==> config.mk <==
export PLATFORM = sky130hd
export DESIGN_NAME = mem_arbiter
export DESIGN_NICKNAME = d
export VERILOG_FILES = /design/src/rtl/mem_bus_pkg.sv /design/src/rtl/bus_watchdog.sv /design/src/rtl/mem_arbiter.sv
export SDC_FILE = /design/constraint.sdc
export NUM_CORES = 1
export LEC_CHECK = 0
export ABC_AREA = 1
export CORE_AREA = 2 2 123 125
export DETAILED_ROUTE_END_ITERATION = 6
export DIE_AREA = 0 0 125 127
export SETUP_SLACK_MARGIN = 0.05
export SYNTH_ARGS = -nofsm -noshare
export SYNTH_HDL_FRONTEND = slang
export SYNTH_SLANG_ARGS = --single-unit
==> constraint.sdc <==
create_clock -name clk -period 5.6 [get_ports clk]
set_input_delay 1.4 -clock clk [delete_from_list [all_inputs] [get_ports clk]]
set_output_delay 1.4 -clock clk [all_outputs]
set_load 0.02 [all_outputs]
==> src/rtl/mem_bus_pkg.sv <==
// Shared constants for the native-bus arbiter: bus widths, the default
// rdata returned on a timed-out transfer, and the arbiter state encoding.
package mem_bus_pkg;

    localparam int ADDR_W = 32;
    localparam int DATA_W = 32;
    localparam int CNT_W  = 16;

    localparam logic [31:0] ERR_DATA = 32'hDEAD_BEEF;

    localparam logic [1:0] ST_IDLE = 2'd0;
    localparam logic [1:0] ST_OWN0 = 2'd1;
    localparam logic [1:0] ST_OWN1 = 2'd2;

endpackage

==> src/rtl/bus_watchdog.sv <==
// Transaction watchdog: counts owned cycles without an acknowledge and
// flags the cycle on which the owner must be completed with an error.
module bus_watchdog #(
    parameter int TIMEOUT = 255
) (
    input  logic clk,
    input  logic rst,
    input  logic start,
    input  logic active,
    input  logic ack,
    output logic expired
);
    import mem_bus_pkg::*;

    localparam int               TC_INT = (TIMEOUT > 0) ? TIMEOUT - 1 : 0;
    localparam logic [CNT_W-1:0] TC     = TC_INT[CNT_W-1:0];
    localparam logic             ENABLE = (TIMEOUT > 0);

    logic [CNT_W-1:0] cnt;

    // Clear when a new ownership begins; saturate at the terminal count.
    always_ff @(posedge clk or posedge rst) begin
        if (rst) begin
            cnt <= '0;
        end else if (start) begin
            cnt <= '0;
        end else if (active && !ack && (cnt != TC)) begin
            cnt <= cnt + 1'b1;
        end
    end

    // A late ack on the terminal cycle is still a normal completion.
    always_comb begin
        expired = ENABLE && active && !ack && (cnt == TC);
    end

endmodule

==> src/rtl/mem_arbiter.sv <==
// Two-master round-robin arbiter for the native memory bus, with
// per-transaction locking and a watchdog that completes stuck transfers.
//
// state   | meaning
// --------+-----------------------------------------------------------
// IDLE    | no owner; s_* driven to 0; arbitrates pending requests
// OWN0    | master 0 owns the bus; s_* follow m0_*, ready/rdata return
// OWN1    | master 1 owns the bus; s_* follow m1_*, ready/rdata return
module mem_arbiter #(
    parameter int                ADDR_W   = mem_bus_pkg::ADDR_W,
    parameter int                DATA_W   = mem_bus_pkg::DATA_W,
    parameter int                TIMEOUT  = 255,
    parameter logic [DATA_W-1:0] ERR_DATA = mem_bus_pkg::ERR_DATA
) (
    input  logic                clk,
    input  logic                rst,
    input  logic                m0_valid,
    input  logic [ADDR_W-1:0]   m0_addr,
    input  logic [DATA_W-1:0]   m0_wdata,
    input  logic [DATA_W/8-1:0] m0_wstrb,
    output logic                m0_ready,
    output logic [DATA_W-1:0]   m0_rdata,
    input  logic                m1_valid,
    input  logic [ADDR_W-1:0]   m1_addr,
    input  logic [DATA_W-1:0]   m1_wdata,
    input  logic [DATA_W/8-1:0] m1_wstrb,
    output logic                m1_ready,
    output logic [DATA_W-1:0]   m1_rdata,
    output logic                s_valid,
    output logic [ADDR_W-1:0]   s_addr,
    output logic [DATA_W-1:0]   s_wdata,
    output logic [DATA_W/8-1:0] s_wstrb,
    input  logic                s_ready,
    input  logic [DATA_W-1:0]   s_rdata,
    output logic [1:0]          grant,
    output logic                err,
    output logic                err_master,
    input  logic                err_clr
);
    import mem_bus_pkg::*;

    logic [1:0] state;
    logic [1:0] state_nx;
    logic       last;
    logic       start;
    logic       owner_valid;
    logic       timeout;

    bus_watchdog #(
        .TIMEOUT (TIMEOUT)
    ) u_watchdog (
        .clk     (clk),
        .rst     (rst),
        .start   (start),
        .active  (owner_valid),
        .ack     (s_ready),
        .expired (timeout)
    );

    // Request of whichever master currently owns the bus.
    always_comb begin
        owner_valid = 1'b0;
        if (state == ST_OWN0) owner_valid = m0_valid;
        if (state == ST_OWN1) owner_valid = m1_valid;
    end

    // Next state: round-robin pick in IDLE; any end of ownership returns to IDLE.
    always_comb begin
        state_nx = state;
        start    = 1'b0;
        case (state)
            ST_IDLE: begin
                start = m0_valid | m1_valid;
                if (m0_valid && m1_valid) state_nx = last ? ST_OWN0 : ST_OWN1;
                else if (m0_valid)        state_nx = ST_OWN0;
                else if (m1_valid)        state_nx = ST_OWN1;
            end
            ST_OWN0: if (!m0_valid || s_ready || timeout) state_nx = ST_IDLE;
            ST_OWN1: if (!m1_valid || s_ready || timeout) state_nx = ST_IDLE;
            default: state_nx = ST_IDLE;
        endcase
    end

    // State register; reset aborts any in-flight transfer.
    always_ff @(posedge clk or posedge rst) begin
        if (rst) state <= ST_IDLE;
        else     state <= state_nx;
    end

    // Last-served pointer, updated on normal or forced completion.
    always_ff @(posedge clk or posedge rst) begin
        if (rst) begin
            last <= 1'b1;
        end else if (m0_ready) begin
            last <= 1'b0;
        end else if (m1_ready) begin
            last <= 1'b1;
        end
    end

    // Sticky error flag; a timeout outranks a simultaneous clear.
    always_ff @(posedge clk or posedge rst) begin
        if (rst) begin
            err        <= 1'b0;
            err_master <= 1'b0;
        end else if (timeout) begin
            err        <= 1'b1;
            err_master <= (state == ST_OWN1);
        end else if (err_clr) begin
            err <= 1'b0;
        end
    end

    // Downstream and return-path muxing for the current owner.
    always_comb begin
        s_valid  = 1'b0;
        s_addr   = '0;
        s_wdata  = '0;
        s_wstrb  = '0;
        m0_ready = 1'b0;
        m1_ready = 1'b0;
        m0_rdata = '0;
        m1_rdata = '0;
        case (state)
            ST_OWN0: begin
                s_valid  = m0_valid & ~timeout;
                s_addr   = m0_addr;
                s_wdata  = m0_wdata;
                s_wstrb  = m0_wstrb;
                m0_ready = m0_valid & (s_ready | timeout);
                m0_rdata = timeout ? ERR_DATA : s_rdata;
            end
            ST_OWN1: begin
                s_valid  = m1_valid & ~timeout;
                s_addr   = m1_addr;
                s_wdata  = m1_wdata;
                s_wstrb  = m1_wstrb;
                m1_ready = m1_valid & (s_ready | timeout);
                m1_rdata = timeout ? ERR_DATA : s_rdata;
            end
            default: ;
        endcase
    end

    // Owner indication follows the registered state.
    always_comb begin
        grant = {state == ST_OWN1, state == ST_OWN0};
    end

endmodule
==> impl_metrics.tcl, run 1 <==
set metrics [dict create \
    start_kind "input port" \
    fin_ws_ns 0.2525 \
    cts_resized 0 \
    yosysUniqueCellTypes 31 \
    arrival_ns 3.95 \
    ys_ff_latch 21 \
    path_cells "clkdlybuf4s50_1 > nand2_1 > nand2_1 > inv_1 > nor2_4 > nand3_4 > inv_4 > nor3_1 > clkdlybuf4s50_1" \
    ir_worst_vdd_v 0.0001969 \
    grt_pass1_wl_um 23810 \
    ant_nets 0 \
    tightest_slew_ns 1.007 \
    drc 0 \
    grtUsageMet3_pct 3.894 \
    status "finished clean" \
    grt_pass1_vias 3971 \
    hp-class "register to register" \
    synthArstFlopShare_pct 100.0 \
    drt-vias-per-instance 4.401 \
    core_um2 14420 \
    post_cts_buffers 0 \
    hpwl_um 12670 \
    avgSynthCellArea_um2 5.511 \
    setup_viol 0 \
    relSlewSlack_pct 32.77 \
    p_per_area_nw_per_um2 366.8 \
    crit_path_top_delay_cell "clkdlybuf4s50_1" \
    drt_first_pass_iters 4 \
    hold_violations 0 \
    clk_pin_slew_ns 0.06 \
    drt_iter0_drc 212 \
    fmax_mhz 187.0 \
    grt_max_degree 72 \
    busiest_layer "met2" \
    cts_num_sinks 21 \
    seq_area_um2 526.8 \
    rrSetupSlack_ns 2.79 \
    vias 4454 \
    clkLatencyLatePin_ns 0.26 \
    crit_required_ns 4.20 \
    rr_worst_depth 10 \
    numCtsBuffers 3 \
    gp_congestion 0.8242 \
    rows 44 \
    syn_to_final_growth_pct 108.0 \
    track_usage_pct 18.45 \
    slew_violations 0 \
    worst_setup_path_end_kind "output pin" \
    diodes 0 \
    slowest_delay_ns 0.58 \
    grt_use_met1_pct 24.94 \
    rsz0062_at_grt "no" \
    synth_top_area_share_pct 24.32 \
    die_area_um2 15880 \
    overflow 0 \
    antenna_found_initial 0 \
    portBuffers 312 \
    htree_levels 1 \
    pin_count 313 \
    final_layout_size_suffix_gt1_share_pct 4.710 \
    start_util_pct 20.86 \
    layout.nets 1008 \
    yosysSeqAreaShare_pct 17.51 \
    postPlaceCellArea_um2 6177 \
    fillCellCount 1517 \
    avgRoutedWirePerCell_um 15.77 \
    root_buffer "clkbuf_16" \
    ctsLongestPathBuffers 2 \
    synth_nets 725 \
    fin_crit_ns 5.348 \
    hold_end "last$_DFFE_PP1P_" \
    netlist_area_um2 3009 \
    clock-skew-final_ns 0.007851 \
    crit_fanout 54 \
    dp_slack_ns 0.3058 \
    fin_tns_setup_ns 0 \
    post-route-period-util_pct 95.49 \
    critPathKind "input port to output pin" \
    hold_depth 2 \
    yosys_warnings 0 \
    design_area_um2 6260 \
    synth_edf_count 0 \
    timing.rr.end "err_master$_DFFE_PP0P_" \
    synthFlopType "dfrtp_1" \
    cts_tree "done" \
    final_core_util_pct 43.40 \
    cap_violations 0 \
    worstHoldStart "last$_DFFE_PP1P_" \
    met2_usage_pct 30.59 \
    reg2reg_from "state[1]$_DFFE_PP0P_" \
    postCtsHoldBufs 0 \
    fp.dieH_um 127 \
    syn_inst 546 \
    synth_top_area_cell "nand2_1" \
    die_x_um 125 \
    multi_input_area_um2 2026 \
    p_leak_nw 2.439 \
    wirelength_um 15960 \
    synth_area_leaders "nand2_1 24%, a21oi_1 20%, dfrtp_1 17%" \
]
## state kept, by name, summed over array words and instances, names as in the netlist
| register | cells |
|---|---|
| last | 1 |
| err_master | 1 |
| state | 2 |
| err | 1 |
| u_watchdog.cnt | 16 |
## per-stage QoR
step / std cells / hold WS [ns] / total power, mW
global route: 1012 / 0.5215 / 2.469
floorplan: 546 / 0.4570 / 1.297
finish: 1012 / 0.5006 / 2.296
CTS: 1012 / 0.5044 / 2.322
detailed placement: 1008 / 0.4940 / 2.159
global placement: 1008 / 0.4968 / 2.166
## cell families after synthesis
logic type	after synthesis	synth area share [%]
buffers and inverters	101	15.34
AOI/OAI and AO/OA	133	23.45
DFF	21	17.51
xor gates and xnor gates	7	2.037
and+or+nand+nor	279	39.58
adders and majority gates	5	2.079
## where the power goes
| group | internal, mW | switching, mW |
|---|---|---|
| sequential | 0.170 | 0.0142 |
| clock | 0.0968 | 0.0595 |
| combinational | 0.781 | 1.17 |
| total | 1.05 | 1.25 |
## critical path: cells and delay by family
kind,cells,cell delay [ns]
buf+inv,4,1.60
simple gates,5,0.92
## Yosys cell counts, types with 3 or more instances
| cell | count |
|---|---|
| nand2_2 | 11 |
| a21oi_1 | 119 |
| nand4_1 | 6 |
| xor2_1 | 5 |
| o21bai_1 | 3 |
| nor2_1 | 22 |
| inv_1 | 57 |
| nand3_1 | 20 |
| nor2_4 | 3 |
| dfrtp_1 | 20 |
| ha_1 | 5 |
| o21ai_2 | 7 |
| nand2_1 | 195 |
| buf_1 | 6 |
| clkbuf_1 | 20 |
| buf_2 | 4 |
| nor3_1 | 18 |
| buf_6 | 6 |
## placed cells by master (no fill, tap or decap)
cell             instances
ha_1                     3
dfstp_2                  1
o21bai_1                 3
o21ai_0                  2
inv_1                   57
nand3_1                 20
nand2_4                  2
clkdlybuf4s50_1        312
nor2_1                  22
nand3_4                  1
xnor2_1                  2
clkinv_1                 2
o21ai_2                  7
inv_2                    2
xor2_1                   5
nor3_1                  18
inv_4                    2
ha_2                     2
o2111ai_1                1
buf_4                    4
clkinvlp_4               1
a21oi_1                119
o21a_1                   1
nand4_1                  6
nand2_2                 11
nor2_4                   3
dfrtp_1                 20
and2_1                   1
nand2_1                195
clkbuf_16                3
## area by class of cell
| cell class | count | share of cell area [%] |
|---|---|---|
| timing repair buffer | 316 | 50.37 |
| sequential | 21 | 8.415 |
| clock inverter | 1 | 0.1199 |
| tap | 184 | 3.678 |
| clock buffer | 3 | 1.199 |
| multi-input combinational | 424 | 32.36 |
| inverter | 63 | 3.858 |
## how the worst max path moves through the flow
stage | start | endpoint | slack, ns | depth (start not counted)
6_report | m0_valid | m0_rdata[17] | 0.25 | 9
4_1_cts | m0_valid | m0_rdata[17] | 0.30 | 9
2_1_floorplan | m1_valid | m0_rdata[14] | 1.74 | 8
3_3_place_gp | m0_valid | m0_rdata[8] | 0.30 | 9
5_1_grt | m0_valid | m0_rdata[20] | 0.1 | 9
3_5_place_dp | m0_valid | m0_rdata[17] | 0.31 | 9
## metal layers
| metal | share of wire, % | up-vias |
|---|---|---|
| li1 | - | 2300 |
| met1 | 44 | 1972 |
| met2 | 47 | 160 |
| met3 | 6.0 | 22 |
| met4 | 2.2 | 0 |
| met5 | 0 | - |
Note: power is estimated with default switching activity, not from simulation.
==> inputs of run 2 (changes only) <==
Settings changed: CAP_MARGIN from default to 25.
==> results of run 2 <==
The final DEF is identical to that of run 1; final timing and power are the same.
